===== config.mk =====
export PLATFORM = sky130hd
export DESIGN_NAME = mem_arbiter
export DESIGN_NICKNAME = d
export VERILOG_FILES = /design/src/rtl/mem_arbiter.sv
export SDC_FILE = /design/constraint.sdc
export NUM_CORES = 1
export LEC_CHECK = 0
export ABC_AREA = 1
export BUFFER_PORTS_ARGS = -buffer_cell sky130_fd_sc_hd__buf_4
export CORE_AREA = 4 4 141 143
export DETAILED_ROUTE_END_ITERATION = 12
export DIE_AREA = 0 0 145 147
export HOLD_SLACK_MARGIN = 0.06
export PLACE_DENSITY = 0.81
export SYNTH_ARGS = -nofsm -noshare
export SYNTH_HDL_FRONTEND = slang
export SYNTH_SLANG_ARGS = --single-unit

===== constraint.sdc =====
create_clock -name clk -period 2.8 [get_ports clk]
set_input_delay 0.42 -clock clk [delete_from_list [all_inputs] [get_ports clk]]
set_output_delay 0.42 -clock clk [all_outputs]
set_load 0.02 [all_outputs]

===== src/rtl/mem_arbiter.sv =====
// mem_arbiter: shares the byte-wide RAM port between instruction fetch and the
// MEM stage. Multi-byte accesses become consecutive little-endian byte cycles.
// MEM has priority at grant time; an in-flight IF read is never preempted.
module mem_arbiter #(
    parameter int ADDR_W = 32
) (
    input  logic              clk,
    input  logic              rst,
    input  logic              if_req,
    input  logic [ADDR_W-1:0] if_addr,
    input  logic              if_flush,
    output logic              if_rdy,
    output logic [31:0]       if_data,
    input  logic [4:0]        mem_e,
    input  logic [ADDR_W-1:0] mem_addr,
    input  logic [31:0]       mem_wdata,
    output logic              mem_rdy,
    output logic [31:0]       mem_rdata,
    output logic [ADDR_W-1:0] ram_a,
    output logic              ram_wr,
    output logic [7:0]        ram_dout,
    input  logic [7:0]        ram_din,
    output logic              busy
);

    typedef enum logic [2:0] {IDLE, IF_RD, MEM_RD, MEM_WR, DONE} state_t;

    state_t            state, state_n;
    logic [2:0]        cnt, cnt_n;        // cycles elapsed since grant, minus one
    logic [2:0]        nbytes, nbytes_n;
    logic [ADDR_W-1:0] addr, addr_n;
    logic [31:0]       wdata, wdata_n;
    logic              sext, sext_n;
    logic [31:0]       rbuf, rbuf_n;      // read bytes assembled so far
    logic [ADDR_W-1:0] ram_a_n;
    logic              ram_wr_n, if_rdy_n, mem_rdy_n, busy_n;
    logic [7:0]        ram_dout_n;
    logic [31:0]       if_data_n, mem_rdata_n;
    logic [1:0]        rd_idx, wr_idx;

    function automatic logic [31:0] extend(input logic [31:0] w, input logic [2:0] n,
                                           input logic sx);
        case (n)
            3'd1:    extend = {{24{sx & w[7]}}, w[7:0]};
            3'd2:    extend = {{16{sx & w[15]}}, w[15:0]};
            default: extend = w;
        endcase
    endfunction

    // Register every output together with the FSM state.
    always_ff @(posedge clk) begin
        if (rst) begin
            state     <= IDLE;
            cnt       <= '0;
            nbytes    <= '0;
            addr      <= '0;
            wdata     <= '0;
            sext      <= 1'b0;
            rbuf      <= '0;
            ram_a     <= '0;
            ram_wr    <= 1'b0;
            ram_dout  <= '0;
            if_rdy    <= 1'b0;
            mem_rdy   <= 1'b0;
            if_data   <= '0;
            mem_rdata <= '0;
            busy      <= 1'b0;
        end else begin
            state     <= state_n;
            cnt       <= cnt_n;
            nbytes    <= nbytes_n;
            addr      <= addr_n;
            wdata     <= wdata_n;
            sext      <= sext_n;
            rbuf      <= rbuf_n;
            ram_a     <= ram_a_n;
            ram_wr    <= ram_wr_n;
            ram_dout  <= ram_dout_n;
            if_rdy    <= if_rdy_n;
            mem_rdy   <= mem_rdy_n;
            if_data   <= if_data_n;
            mem_rdata <= mem_rdata_n;
            busy      <= busy_n;
        end
    end

    // Next state and next registered outputs; ram_a and data outputs hold by default.
    always_comb begin
        state_n     = state;
        cnt_n       = cnt;
        nbytes_n    = nbytes;
        addr_n      = addr;
        wdata_n     = wdata;
        sext_n      = sext;
        rbuf_n      = rbuf;
        ram_a_n     = ram_a;
        ram_wr_n    = 1'b0;
        ram_dout_n  = ram_dout;
        if_rdy_n    = 1'b0;
        mem_rdy_n   = 1'b0;
        if_data_n   = if_data;
        mem_rdata_n = mem_rdata;
        rd_idx      = 2'(cnt - 3'd1);
        wr_idx      = 2'(cnt + 3'd1);

        case (state)
            IDLE: begin
                if (mem_e[4]) begin
                    addr_n   = mem_addr;
                    wdata_n  = mem_wdata;
                    sext_n   = mem_e[0];
                    nbytes_n = (mem_e[3:2] == 2'd0) ? 3'd1 :
                               (mem_e[3:2] == 2'd1) ? 3'd2 : 3'd4;
                    cnt_n    = '0;
                    rbuf_n   = '0;
                    ram_a_n  = mem_addr;
                    if (mem_e[1]) begin
                        state_n    = MEM_WR;
                        ram_wr_n   = 1'b1;
                        ram_dout_n = mem_wdata[7:0];
                    end else begin
                        state_n = MEM_RD;
                    end
                end else if (if_req && !if_flush) begin
                    addr_n   = if_addr;
                    sext_n   = 1'b0;
                    nbytes_n = 3'd4;
                    cnt_n    = '0;
                    rbuf_n   = '0;
                    ram_a_n  = if_addr;
                    state_n  = IF_RD;
                end
            end
            IF_RD, MEM_RD: begin
                if (state == IF_RD && if_flush) begin
                    state_n = IDLE;
                end else begin
                    cnt_n = cnt + 3'd1;
                    if (cnt + 3'd1 < nbytes)
                        ram_a_n = addr + ADDR_W'(cnt + 3'd1);
                    // ram_din carries the byte addressed one cycle earlier
                    if (cnt != 3'd0)
                        rbuf_n[{rd_idx, 3'b000} +: 8] = ram_din;
                    if (cnt == nbytes) begin
                        state_n = DONE;
                        if (state == IF_RD) begin
                            if_rdy_n  = 1'b1;
                            if_data_n = rbuf_n;
                        end else begin
                            mem_rdy_n   = 1'b1;
                            mem_rdata_n = extend(rbuf_n, nbytes, sext);
                        end
                    end
                end
            end
            MEM_WR: begin
                cnt_n = cnt + 3'd1;
                if (cnt + 3'd1 < nbytes) begin
                    ram_a_n    = addr + ADDR_W'(cnt + 3'd1);
                    ram_wr_n   = 1'b1;
                    ram_dout_n = wdata[{wr_idx, 3'b000} +: 8];
                end else begin
                    state_n     = DONE;
                    mem_rdy_n   = 1'b1;
                    mem_rdata_n = '0;
                end
            end
            DONE:    state_n = IDLE;
            default: state_n = IDLE;
        endcase

        busy_n = (state_n != IDLE);
    end

endmodule


=== Yosys cells after proc, flatten, opt, wreduce, memory -nomap -nowiden ===
Cells that the tools add are included.

* Input bits: 113
* Logic and storage cells: 115
* Bits in registers: 214
* Output and inout bits: 108

* Bitwise logic cells: 5
* Shifts and indexed selects: 3
* Eq/ne operators: 15
* Muxes and demuxes: 50
* Reductions and logical operators: 21
* Add/subtract/negate cells: 5
* Order comparisons: 1

{| class="wikitable"
|+ Operator list
! cell !! number
|-
| $mux W32 || 14
|-
| $pmux W32 S2 || 3
|-
| $pmux W32 S3 || 1
|-
| $mux W3 || 12
|-
| $add A32 B4 Y32 || 1
|-
| $bwmux W32 || 1
|-
| $shift A8 B7 Y32 const A || 1
|-
| $shiftx A32 B6 Y8 || 1
|-
| $shiftx A8 B7 Y32 || 1
|-
| $mux W8 || 3
|-
| $pmux W3 S3 || 2
|-
| $pmux W8 S2 || 1
|-
| $ne A2 B2 Y1 const B || 7
|-
| $mux W1 || 11
|-
| $eq A3 B2 Y1 const B || 3
|-
| $reduce_bool A3 Y1 || 3
|-
| $reduce_and A4 Y1 || 2
|-
| $reduce_bool A2 Y1 || 4
|-
| $neg A5 Y7 || 1
|-
| $eq A3 B1 Y1 const B || 2
|-
| $reduce_and A3 Y1 || 2
|-
| $reduce_and A5 Y1 || 1
|-
| $add A3 B1 Y4 const B || 1
|-
| $pmux W1 S2 || 2
|-
| other kinds (15) || 20
|}

=== Logic depth before layout (Yosys ltp) ===
Gate-level depths: netlist of run 1.

* Word-level depth: 13
* Depth in mapped cells: 13
* Depth with buffers taken out: 13

=== Worst setup path before layout of run 1 ===
OpenSTA, ideal clock, no wires.

* Kind: reg2reg
* Start: reg cnt[0]
* End: reg mem_rdata[21]
* Data arrival time: 2.007 ns
* Setup time: 0.132 ns
* Buffers on the path: 1
* Required time: 2.668 ns
* Setup slack: 0.661 ns
* Period minus slack after synthesis: 2.139 ns
* Cell stages (with the launch flop): 12
* Path through: dfxtp_1 inv_1 ha_1 nand2_1 inv_1 nand3_1 nand2_1 nand2_2 nand3_2 buf_2 nand3_1 a21oi_1

* Longest elaborated chain between the ends: 13
* Elaborated cells on any way between the ends: 22
* Classes of those cells: 3 x add/sub; 1 x order compare; 3 x eq/ne; 2 x shift; 9 x mux; 2 x bitwise; 2 x reduce/logical

{| class="wikitable"
|+ Ends and longest elaborated chain
! item !! RTL line !! source
|-
| start: declaration || 29 || <nowiki>logic [2:0] cnt, cnt_n;</nowiki>
|-
| start signal: assignment || 70 || <nowiki>cnt <= cnt_n;</nowiki>
|-
| $sub A2 B1 Y2 || 103 || <nowiki>rd_idx = 2'(cnt - 3'd1);</nowiki>
|-
| $neg A5 Y7 || 143 || <nowiki>rbuf_n[{rd_idx, 3'b000} +: 8] = ram_din;</nowiki>
|-
| $shiftx A8 B7 Y32 / $shift A8 B7 Y32 (equally long branches) || 143 ||
|-
| $bwmux W32 || 143 ||
|-
| $mux W32 || 142 || <nowiki>if (cnt != 3'd0)</nowiki>
|-
| $mux W32 || 135 || <nowiki>if (state == IF_RD && if_flush) begin</nowiki>
|-
| $mux W32 || 106 || <nowiki>case (state)</nowiki>
|-
| $and A1 B1 Y1, on equally long branches || 45, 44 ||
|-
| $pmux W32 S2 || 43 || <nowiki>case (n)</nowiki>
|-
| $mux W32 || 146 || <nowiki>if (state == IF_RD) begin</nowiki>
|-
| $mux W32 || 144 || <nowiki>if (cnt == nbytes) begin</nowiki>
|-
| $mux W32 || 135 ||
|-
| $pmux W32 S2 || 106 ||
|-
| end signal: assignment || 82 || <nowiki>mem_rdata <= mem_rdata_n;</nowiki>
|-
| end: declaration || 18 || <nowiki>output logic [31:0] mem_rdata,</nowiki>
|}

Parallel ways exist; a longest one is shown, timed or not. The select of a mux whose other input is x is not followed.
A chain may end at the register's enable or synchronous reset.

=== Final worst setup path of run 1 ===
* Start: reg cnt[0]
* End: reg mem_rdata[17]

Same word-level chain as after synthesis.

==> impl_metrics.json, run 1 <==
{
  "gp_congestion": 0.935,
  "synthXorXnorAreaFrac_pct": 1.13,
  "synth-seq-cells": 214,
  "ys_warn_count": 0,
  "synth-adder-area-share_pct": 1.56,
  "via_count": 10600,
  "synth_edf_count": 0,
  "dpl.cell_count": 1854,
  "core-area_um2": 18600,
  "setup_viol": 0,
  "synth_top_family_by_area": "compound AO/OA/AOI/OAI gates",
  "r2r_end": "mem_rdata[17]",
  "drt_iter0_drc": 952,
  "cp-endpoint": "mem_rdata[17]",
  "arrival_ns": 2.92,
  "syn_inst": 1456,
  "drc": 0,
  "grt-ovfl-total": 0,
  "diodes": 0,
  "crit_slowest_cell": "dfxtp_1",
  "async_flop_share_pct": 0,
  "ys_top_cells_by_area": "dfxtp_1, nand2_1, o21ai_0, a21oi_1, nor2_1",
  "fin_tns_setup_ns": 0,
  "synth_commonest_cells": "nand2_1, dfxtp_1, o21ai_0, a21oi_1, nor2_1",
  "fin_nets": 1771,
  "cts_root_buf": "clkbuf_16",
  "drive_above_1_share_pct": 19.8,
  "fin_crit_ns": 2.50,
  "grt_max_degree": 69,
  "cts_resized": 0,
  "clockBufferDepth": 3,
  "die_y_um": 147,
  "totalWireLength_mm": 31.1,
  "syn_avg_cell_area_um2": 6.92,
  "ir_drop_mv": 0.434,
  "start_util_pct": 54.2,
  "hold_buffers": 0,
  "yosys.area_share.simple_pct": 23.0,
  "htree_num_levels": 1,
  "die_x_um": 145,
  "grt_pass1_vias": 9819,
  "groute.usage.overall_pct": 27.8,
  "cts.sinks": 214,
  "yosysTopAreaCell": "dfxtp_1",
  "hold_viol": 0,
  "num_rows": 50,
  "endpoint_kind": "register",
  "hpwl_mm": 22.2,
  "port_buffers": 220,
  "antenna_found_initial": 0,
  "ff2ff_setup_slack_ns": 0.30,
  "maxCapViolCount": 0,
  "cp-start-kind": "register",
  "hold_depth": 3,
  "slew_headroom_pct": 48.9,
  "fmax_mhz": 401,
  "maxSlewViolCount": 0,
  "p_leak_nw": 5.66,
  "finalClockSkew_ns": 0.0193,
  "r2r_start": "cnt[0]",
  "post-place-ws_ns": 0.344,
  "drt-pass1-iter-count": 5,
  "cts_made_buffers": 24,
  "grt_pass1_wl_mm": 50.1,
  "rr_worst_depth": 11,
  "synthDistinctLibCells": 34,
  "finalPower_mw": 10.1,
  "synthMuxAreaShare_pct": 0.695,
  "rsz0062_at_grt": "false",
  "ant_nets": 0,
  "fp.dieArea_um2": 21300,
  "hp-class": "input pin to register",
  "fin_crit_sh_pct": 89.2,
  "critPathMaxFanout": 33,
  "clk_pin_slew_worst_paths_ns": 0.06,
  "pin_count": 221,
  "ys_seq_area_share_pct": 42.5,
  "synthesis.nets": 1581,
  "p_per_area_nw_per_um2": 799,
  "worstPathCellList": "inv_1, ha_1, ha_1, nand3b_1, nand3_1, nand2_1, inv_2, nand2_1, buf_4, nand2_1, a21oi_1",
  "critPathRequiredTime_ns": 3.22,
  "clkLatencyLatePin_ns": 0.52,
  "path_class": "register to register",
  "cts_tree": "built",
  "fin_ws_ns": 0.303,
  "status": "finished clean",
  "viasPerCell": 5.57,
  "synthesis.area_um2": 10100,
  "ys.flop_type": "dfxtp_1",
  "area_delta_synth_final_pct": 26.0,
  "crit_path_frequent_cell": "nand2_1",
  "postCtsSetupBuffers": 0,
  "synth_most_common_cell": "nand2_1",
  "synth-compound-area-share_pct": 23.3,
  "crit_path_start": "cnt[0]",
  "wl_per_cell_um": 16.4,
  "fin_cells": 1897,
  "fin_hold_ws_ns": 0.173,
  "synth_top_area_share_pct": 42.5,
  "cpPeakStageDelay_ns": 0.46,
  "tightest_slew_ns": 0.766
}
-- per-stage QoR --
stage	cell area [um2]	utilization, %
after floorplan	10100	-
after global routing	12700	68.3
after CTS	12700	68.3
after detailed placement	11900	64.0
after global placement	11900	64.0
final	12700	68.3
-- worst min-delay path by stage --
| stage | from | to | slack (ns) |
|---|---|---|---|
| 3_3_place_gp | wdata[2] | wdata[2] | 0.44 |
| 5_1_grt | mem_e[0] | sext | 0.17 |
| 3_5_place_dp | wdata[18] | wdata[18] | 0.44 |
| 4_1_cts | mem_e[0] | sext | 0.16 |
| 6_report | mem_e[0] | sext | 0.17 |
| 2_1_floorplan | rbuf[7] | rbuf[7] | 0.43 |
-- cell families after synthesis --
logic type | count (synthesis)
flops | 214
simple gates | 566
buf+inv | 200
mux | 7
compound gates | 444
fa+ha+maj | 12
xor+xnor | 13
-- worst max-delay path, delay by kind of cell (launching register included) --
kind	cells	cell delay [ns]
AOI/OAI and AO/OA	1	0.16
adders and majority gates	2	0.71
buffers and inverters	3	0.55
DFF	1	0.46
and+or+nand+nor	5	0.53
-- routing by layer --
metal  wire length, um  vias to the layer above  global-route usage [%]
li1                  -                     5191                       -
met1             13400                     4888                    37.2
met2             14400                      411                    45.7
met3              2320                       72                    5.00
met4               990                        0                    9.64
met5                 0                        -                       0
-- sequential cells by signal (all words and copies together) (netlist names) --
name / cells
mem_rdy: 1
wdata: 32
if_rdy: 1
if_data: 32
cnt: 3
addr: 32
nbytes: 3
busy: 1
rbuf: 32
state: 3
mem_rdata: 32
ram_dout: 8
sext: 1
ram_wr: 1
ram_a: 32
-- cell type report --
cell class,count,area (um2)
fillers,1628,5880
multi-input cells,1042,5010
flip-flops and latches,214,4280
repair buffers,245,1860
clock buffers,38,764
inverters,119,447
well taps,234,293
clock inverters,5,37.5
-- cells in the final DEF (no fill, tap or decap), types with 11 or more instances in the layout --
master and count:
or2_2 16, a211oi_1 11, clkbuf_16 25, nand3_1 54
o21ai_1 47, inv_1 100, o21a_1 12, a21oi_1 160
ha_1 11, o21ai_0 171, nor2_1 150, a31oi_1 15
buf_4 243, o22ai_1 17, inv_2 19, dfxtp_1 214
nand2_1 324
-- report_power, final --
group	internal, mW	switching, mW	total [mW]
logic	1.11	2.04	3.15
clock network	1.87	1.25	3.13
registers	3.53	0.338	3.87
total	6.52	3.63	10.1
Note: power is estimated with default switching activity, not from simulation.
==> run 2, diff against run 1 <==
--- a/config.mk
+++ b/config.mk
@@ -11,6 +11,7 @@
 export DETAILED_ROUTE_END_ITERATION = 12
 export DIE_AREA = 0 0 145 147
 export HOLD_SLACK_MARGIN = 0.06
+export MAX_ROUTING_LAYER = met4
 export PLACE_DENSITY = 0.81
 export SYNTH_ARGS = -nofsm -noshare
 export SYNTH_HDL_FRONTEND = slang
==> run 2 against run 1 <==
Clock-buffer cell count shrank 5. Clock power about the same. Worst hold slack better by 0.011 ns. Critical endpoint is now mem_rdata[27]. Critical path type unchanged. Critical path depth did not move. Non-clock buffer count down 3. Global-route usage grew 0.14 points.
==> impl_metrics.json, run 2 (synthesis results as in run 1) <==
{
  "cp-start-kind": "register",
  "p_leak_nw": 5.63,
  "drt_iter0_drc": 878,
  "die_x_um": 145,
  "antenna_found_initial": 0,
  "crit_path_frequent_cell": "nand2_1",
  "ir_drop_mv": 0.461,
  "cts_made_buffers": 22,
  "path_class": "register to register",
  "postCtsSetupBuffers": 0,
  "port_buffers": 220,
  "arrival_ns": 2.97,
  "ant_nets": 0,
  "wl_per_cell_um": 16.1,
  "grt_max_degree": 74,
  "endpoint_kind": "register",
  "die_y_um": 147,
  "hold_viol": 0,
  "fin_tns_setup_ns": 0,
  "fillers": 1619,
  "cts.sinks": 214,
  "finalClockSkew_ns": 0.00997,
  "rsz0062_at_grt": "false",
  "totalWireLength_mm": 30.4,
  "cp_num_buf_inv": 3,
  "fmax_mhz": 393,
  "worstPathCellList": "inv_1, ha_1, ha_1, nand3b_1, nand3_1, nand2_1, inv_2, nand2_1, buf_4, nand2_1, a21oi_1",
  "hold_buffers": 0,
  "via_count": 10500,
  "drt-pass1-iter-count": 5,
  "clkLatencyLatePin_ns": 0.51,
  "groute.usage.overall_pct": 28.0,
  "drive_above_1_share_pct": 19.4,
  "cts_tree": "built",
  "gp_congestion": 0.906,
  "critPathMaxFanout": 33,
  "critPathRequiredTime_ns": 3.23,
  "clockBufferDepth": 3,
  "clk_pin_slew_worst_paths_ns": 0.07,
  "fin_hold_ws_ns": 0.185,
  "dpl.cell_count": 1851,
  "num_rows": 50,
  "fin_crit_sh_pct": 90.8,
  "crit_family": "adder cells",
  "fp.dieArea_um2": 21300,
  "hpwl_mm": 21.6,
  "grt_pass1_wl_mm": 49.1,
  "drc": 0,
  "fin_cells": 1891,
  "slew_headroom_pct": 48.9,
  "area_delta_synth_final_pct": 25.6,
  "hp-class": "input pin to register",
  "start_util_pct": 54.2,
  "cts_root_buf": "clkbuf_16",
  "finalPower_mw": 10.1,
  "crit_slowest_cell": "dfxtp_1",
  "tightest_slew_ns": 0.767,
  "layout_common_cells": "nand2_1, buf_4, dfxtp_1",
  "cts_resized": 0,
  "diodes": 0,
  "setup_viol": 0,
  "post-route-util_pct": 68.1,
  "grt_pass1_vias": 9807,
  "cpPeakStageDelay_ns": 0.46,
  "fin_nets": 1766,
  "layout_commonest_cell": "nand2_1",
  "maxCapViolCount": 0,
  "grt-ovfl-total": 0,
  "viasPerCell": 5.54,
  "status": "finished clean",
  "p_per_area_nw_per_um2": 798,
  "maxSlewViolCount": 0,
  "fin_crit_ns": 2.54,
  "htree_num_levels": 1,
  "pin_count": 221,
  "core-area_um2": 18600
}
[run 2: cell types whose count changed in the layout (fill, tap and decap cells not counted)]
cell        change
clkinv_4        +1
clkinv_8        +1
clkinv_2        -1
clkbuf_16       -3
inv_8           -1
clkbuf_1        +1
clkbuf_8        -3
clkinvlp_4      -1
buf_4           -3
bufinv_16       +3
[run 2: final timing paths]
kind / slack (ns) / depth (start not counted) / start / to
hold reg to reg: 0.45 / 2 / wdata[7] / wdata[7]
setup / recovery: 0.26 / 11 / cnt[0] / mem_rdata[27]
setup reg to reg: 0.26 / 11 / cnt[0] / mem_rdata[27]
hold / removal: 0.18 / 3 / mem_wdata[22] / wdata[22]
[run 2: per-stage QoR]
| step | instance area (um2) | worst slack (ns) |
|---|---|---|
| 2_1_floorplan | 10100 | 0.661 |
| 3_3_place_gp | 11900 | 0.397 |
| 3_5_place_dp | 11900 | 0.346 |
| 4_1_cts | 12700 | 0.273 |
| 5_1_grt | 12700 | 0.0777 |
| 6_report | 12700 | 0.258 |
[run 2: per-layer routing]
layer | track usage (%) | part of all wire (%) | routed length (um)
met1 | 37.1 | 44 | 13400
met3 | 4.32 | 7.0 | 2120
met2 | 45.3 | 47 | 14300
met5 | - | 0 | 0
met4 | 7.03 | 1.9 | 591
[run 2: where the power goes]
part / internal [mW] / switching (mW)
combinational: 1.09 / 2.03
sequential: 3.53 / 0.334
clock: 1.89 / 1.22
total: 6.52 / 3.58
[run 2: cell type report]
type / instances / area (um2) / share of cell area [%]
Multi-Input combinational cell: 1042 / 5010 / 39.6
Sequential cell: 214 / 4280 / 33.9
Timing Repair Buffer: 242 / 1840 / 14.6
Clock buffer: 33 / 652 / 5.15
Inverter: 119 / 447 / 3.53
Tap cell: 234 / 293 / 2.31
Clock inverter: 7 / 129 / 1.02
[run 2: worst reg2reg max path, cell delays in order, from the launching register on]
cell,delay (ns)
dfxtp_1,0.46
inv_1,0.19
ha_1,0.40
ha_1,0.29
nand3b_1,0.10
nand3_1,0.15
nand2_1,0.12
inv_2,0.03
nand2_1,0.05
buf_4,0.32
nand2_1,0.16
a21oi_1,0.18
==> run 3, diff against run 2 <==
--- a/config.mk
+++ b/config.mk
@@ -7,12 +7,14 @@
 export LEC_CHECK = 0
 export ABC_AREA = 1
 export BUFFER_PORTS_ARGS = -buffer_cell sky130_fd_sc_hd__buf_4
-export CORE_AREA = 4 4 141 143
+export CELL_PAD_IN_SITES_DETAIL_PLACEMENT = 0
+export CELL_PAD_IN_SITES_GLOBAL_PLACEMENT = 1
+export CORE_AREA = 2 2 166 168
 export DETAILED_ROUTE_END_ITERATION = 12
-export DIE_AREA = 0 0 145 147
+export DIE_AREA = 0 0 168 170
 export HOLD_SLACK_MARGIN = 0.06
 export MAX_ROUTING_LAYER = met4
-export PLACE_DENSITY = 0.81
+export PLACE_DENSITY = 0.8
 export SYNTH_ARGS = -nofsm -noshare
 export SYNTH_HDL_FRONTEND = slang
 export SYNTH_SLANG_ARGS = --single-unit
==> run 3 against run 2 <==
Die area rose by 34%. Clock skew increased by 0.0021 ns. Clock power up 7.1%. Maximum frequency increased by 2.4%. Power is 2.0% higher. Worst setup slack improved by 0.059 ns. Clock-buffer cell count is 2 higher. Combinational power is essentially flat. Critical path type unchanged.
==> impl_metrics.json, run 3 (synthesis results as in run 1) <==
{
  "critPathMaxFanout": 33,
  "setup_viol": 0,
  "cp-start-kind": "register",
  "grt_pass1_vias": 9655,
  "drt-pass1-iter-count": 7,
  "fp.dieArea_um2": 28600,
  "arrival_ns": 2.91,
  "maxSlewViolCount": 0,
  "clockBufferDepth": 3,
  "fin_tns_setup_ns": 0,
  "fin_nets": 1766,
  "cts_tree": "built",
  "status": "finished clean",
  "cts_root_buf": "clkbuf_16",
  "hold_buffers": 0,
  "ant_nets": 0,
  "post-route-util_pct": 48.1,
  "cpPeakStageDelay_ns": 0.44,
  "critPathRequiredTime_ns": 3.23,
  "clk_pin_slew_worst_paths_ns": 0.06,
  "groute.usage.overall_pct": 22.8,
  "fmax_mhz": 403,
  "finalClockSkew_ns": 0.0120,
  "fillers": 2747,
  "wl_per_cell_um": 16.1,
  "hp-class": "input pin to register",
  "rsz0062_at_grt": "false",
  "clkLatencyLatePin_ns": 0.52,
  "endpoint_kind": "register",
  "hold_viol": 0,
  "tightest_slew_ns": 0.904,
  "grt_max_degree": 94,
  "seq_area_um2": 4280,
  "fin_crit_sh_pct": 88.7,
  "postCtsSetupBuffers": 0,
  "antenna_found_initial": 0,
  "worstPathCellList": "inv_1, ha_1, ha_1, nand3b_1, nand3_1, nand2_1, inv_2, nand2_1, buf_4, nand2_1, a21oi_1",
  "pin_count": 221,
  "layout_common_cells": "nand2_1, buf_4, dfxtp_1",
  "grt_pass1_wl_mm": 51.6,
  "htree_num_levels": 1,
  "die_x_um": 168,
  "crit_slowest_cell": "dfxtp_1",
  "multi_input_area_um2": 5010,
  "hpwl_mm": 22.8,
  "cts_resized": 0,
  "drt_iter0_drc": 624,
  "maxCapViolCount": 0,
  "via_count": 10100,
  "gp_congestion": 0.894,
  "start_util_pct": 37.8,
  "diodes": 0,
  "num_rows": 60,
  "viasPerCell": 5.03,
  "core-area_um2": 26700,
  "ir_drop_mv": 0.417,
  "p_per_area_nw_per_um2": 804,
  "area_delta_synth_final_pct": 27.3,
  "grt-ovfl-total": 0,
  "p_leak_nw": 5.65,
  "crit_path_frequent_cell": "nand2_1",
  "layout_commonest_cell": "nand2_1",
  "die_y_um": 170,
  "port_buffers": 220,
  "cts_made_buffers": 25,
  "drive_above_1_share_pct": 19.5,
  "cts.sinks": 214,
  "totalWireLength_mm": 32.3,
  "path_class": "register to register",
  "slew_headroom_pct": 39.6,
  "drc": 0,
  "fin_crit_ns": 2.48
}
## run 3: cell count changes in the layout (fill, tap and decap cells not counted), moves of 2 or more
cell	previous run	this run
buf_4	240	237
clkbuf_16	22	25
clkinv_4	2	0
clkinv_2	1	6
## run 3: final cells by class
| class | instances | share of cell area (%) |
|---|---|---|
| repair buffers | 239 | 14.2 |
| inverters | 119 | 3.48 |
| well taps | 341 | 3.33 |
| multi-input cells | 1042 | 39.0 |
| clock buffers | 35 | 5.56 |
| clock inverters | 10 | 0.995 |
| flip-flops and latches | 214 | 33.4 |
## run 3: metrics by stage
stage          worst slack [ns]  total power [mW]  instance area (um2)  cells  hold WS (ns)
2_1_floorplan             0.661              5.88                10100   1456         0.426
3_3_place_gp              0.376              7.01                12000   1955         0.438
3_5_place_dp              0.365              7.04                12000   1955         0.445
4_1_cts                   0.320              10.4                12800   2000         0.164
5_1_grt                  0.0453              10.9                12800   2000         0.182
6_report                  0.317              10.3                12800   2000         0.178
## run 3: critical path: cells and delay by family (launching register included)
kind	cells	cell delay, ns
AO/OA/AOI/OAI	1	0.17
adder cells (fa/ha/maj)	2	0.68
buffers and inverters	3	0.55
flip-flops	1	0.44
AND/OR/NAND/NOR	5	0.53
## run 3: metal layers
layer	wire, um	up-vias	global-route usage, %
met5	0	-	-
met2	14700	257	36.7
met3	1640	36	3.49
met1	15300	4589	30.2
li1	-	5183	-
met4	603	0	5.33
## run 3: where the power goes
| group | switching [mW] | internal (mW) | total (mW) |
|---|---|---|---|
| registers | 0.335 | 3.54 | 3.87 |
| logic | 2.04 | 1.07 | 3.11 |
| clock network | 1.28 | 2.04 | 3.33 |
## run 3: worst paths after layout
check | from | endpoint | slack (ns) | cells after the start
worst max register to register | cnt[0] | mem_rdata[21] | 0.32 | 11
worst max-delay path | cnt[0] | mem_rdata[21] | 0.32 | 11
worst min-delay path | mem_wdata[18] | wdata[18] | 0.18 | 3
worst min register to register | wdata[24] | wdata[24] | 0.45 | 2
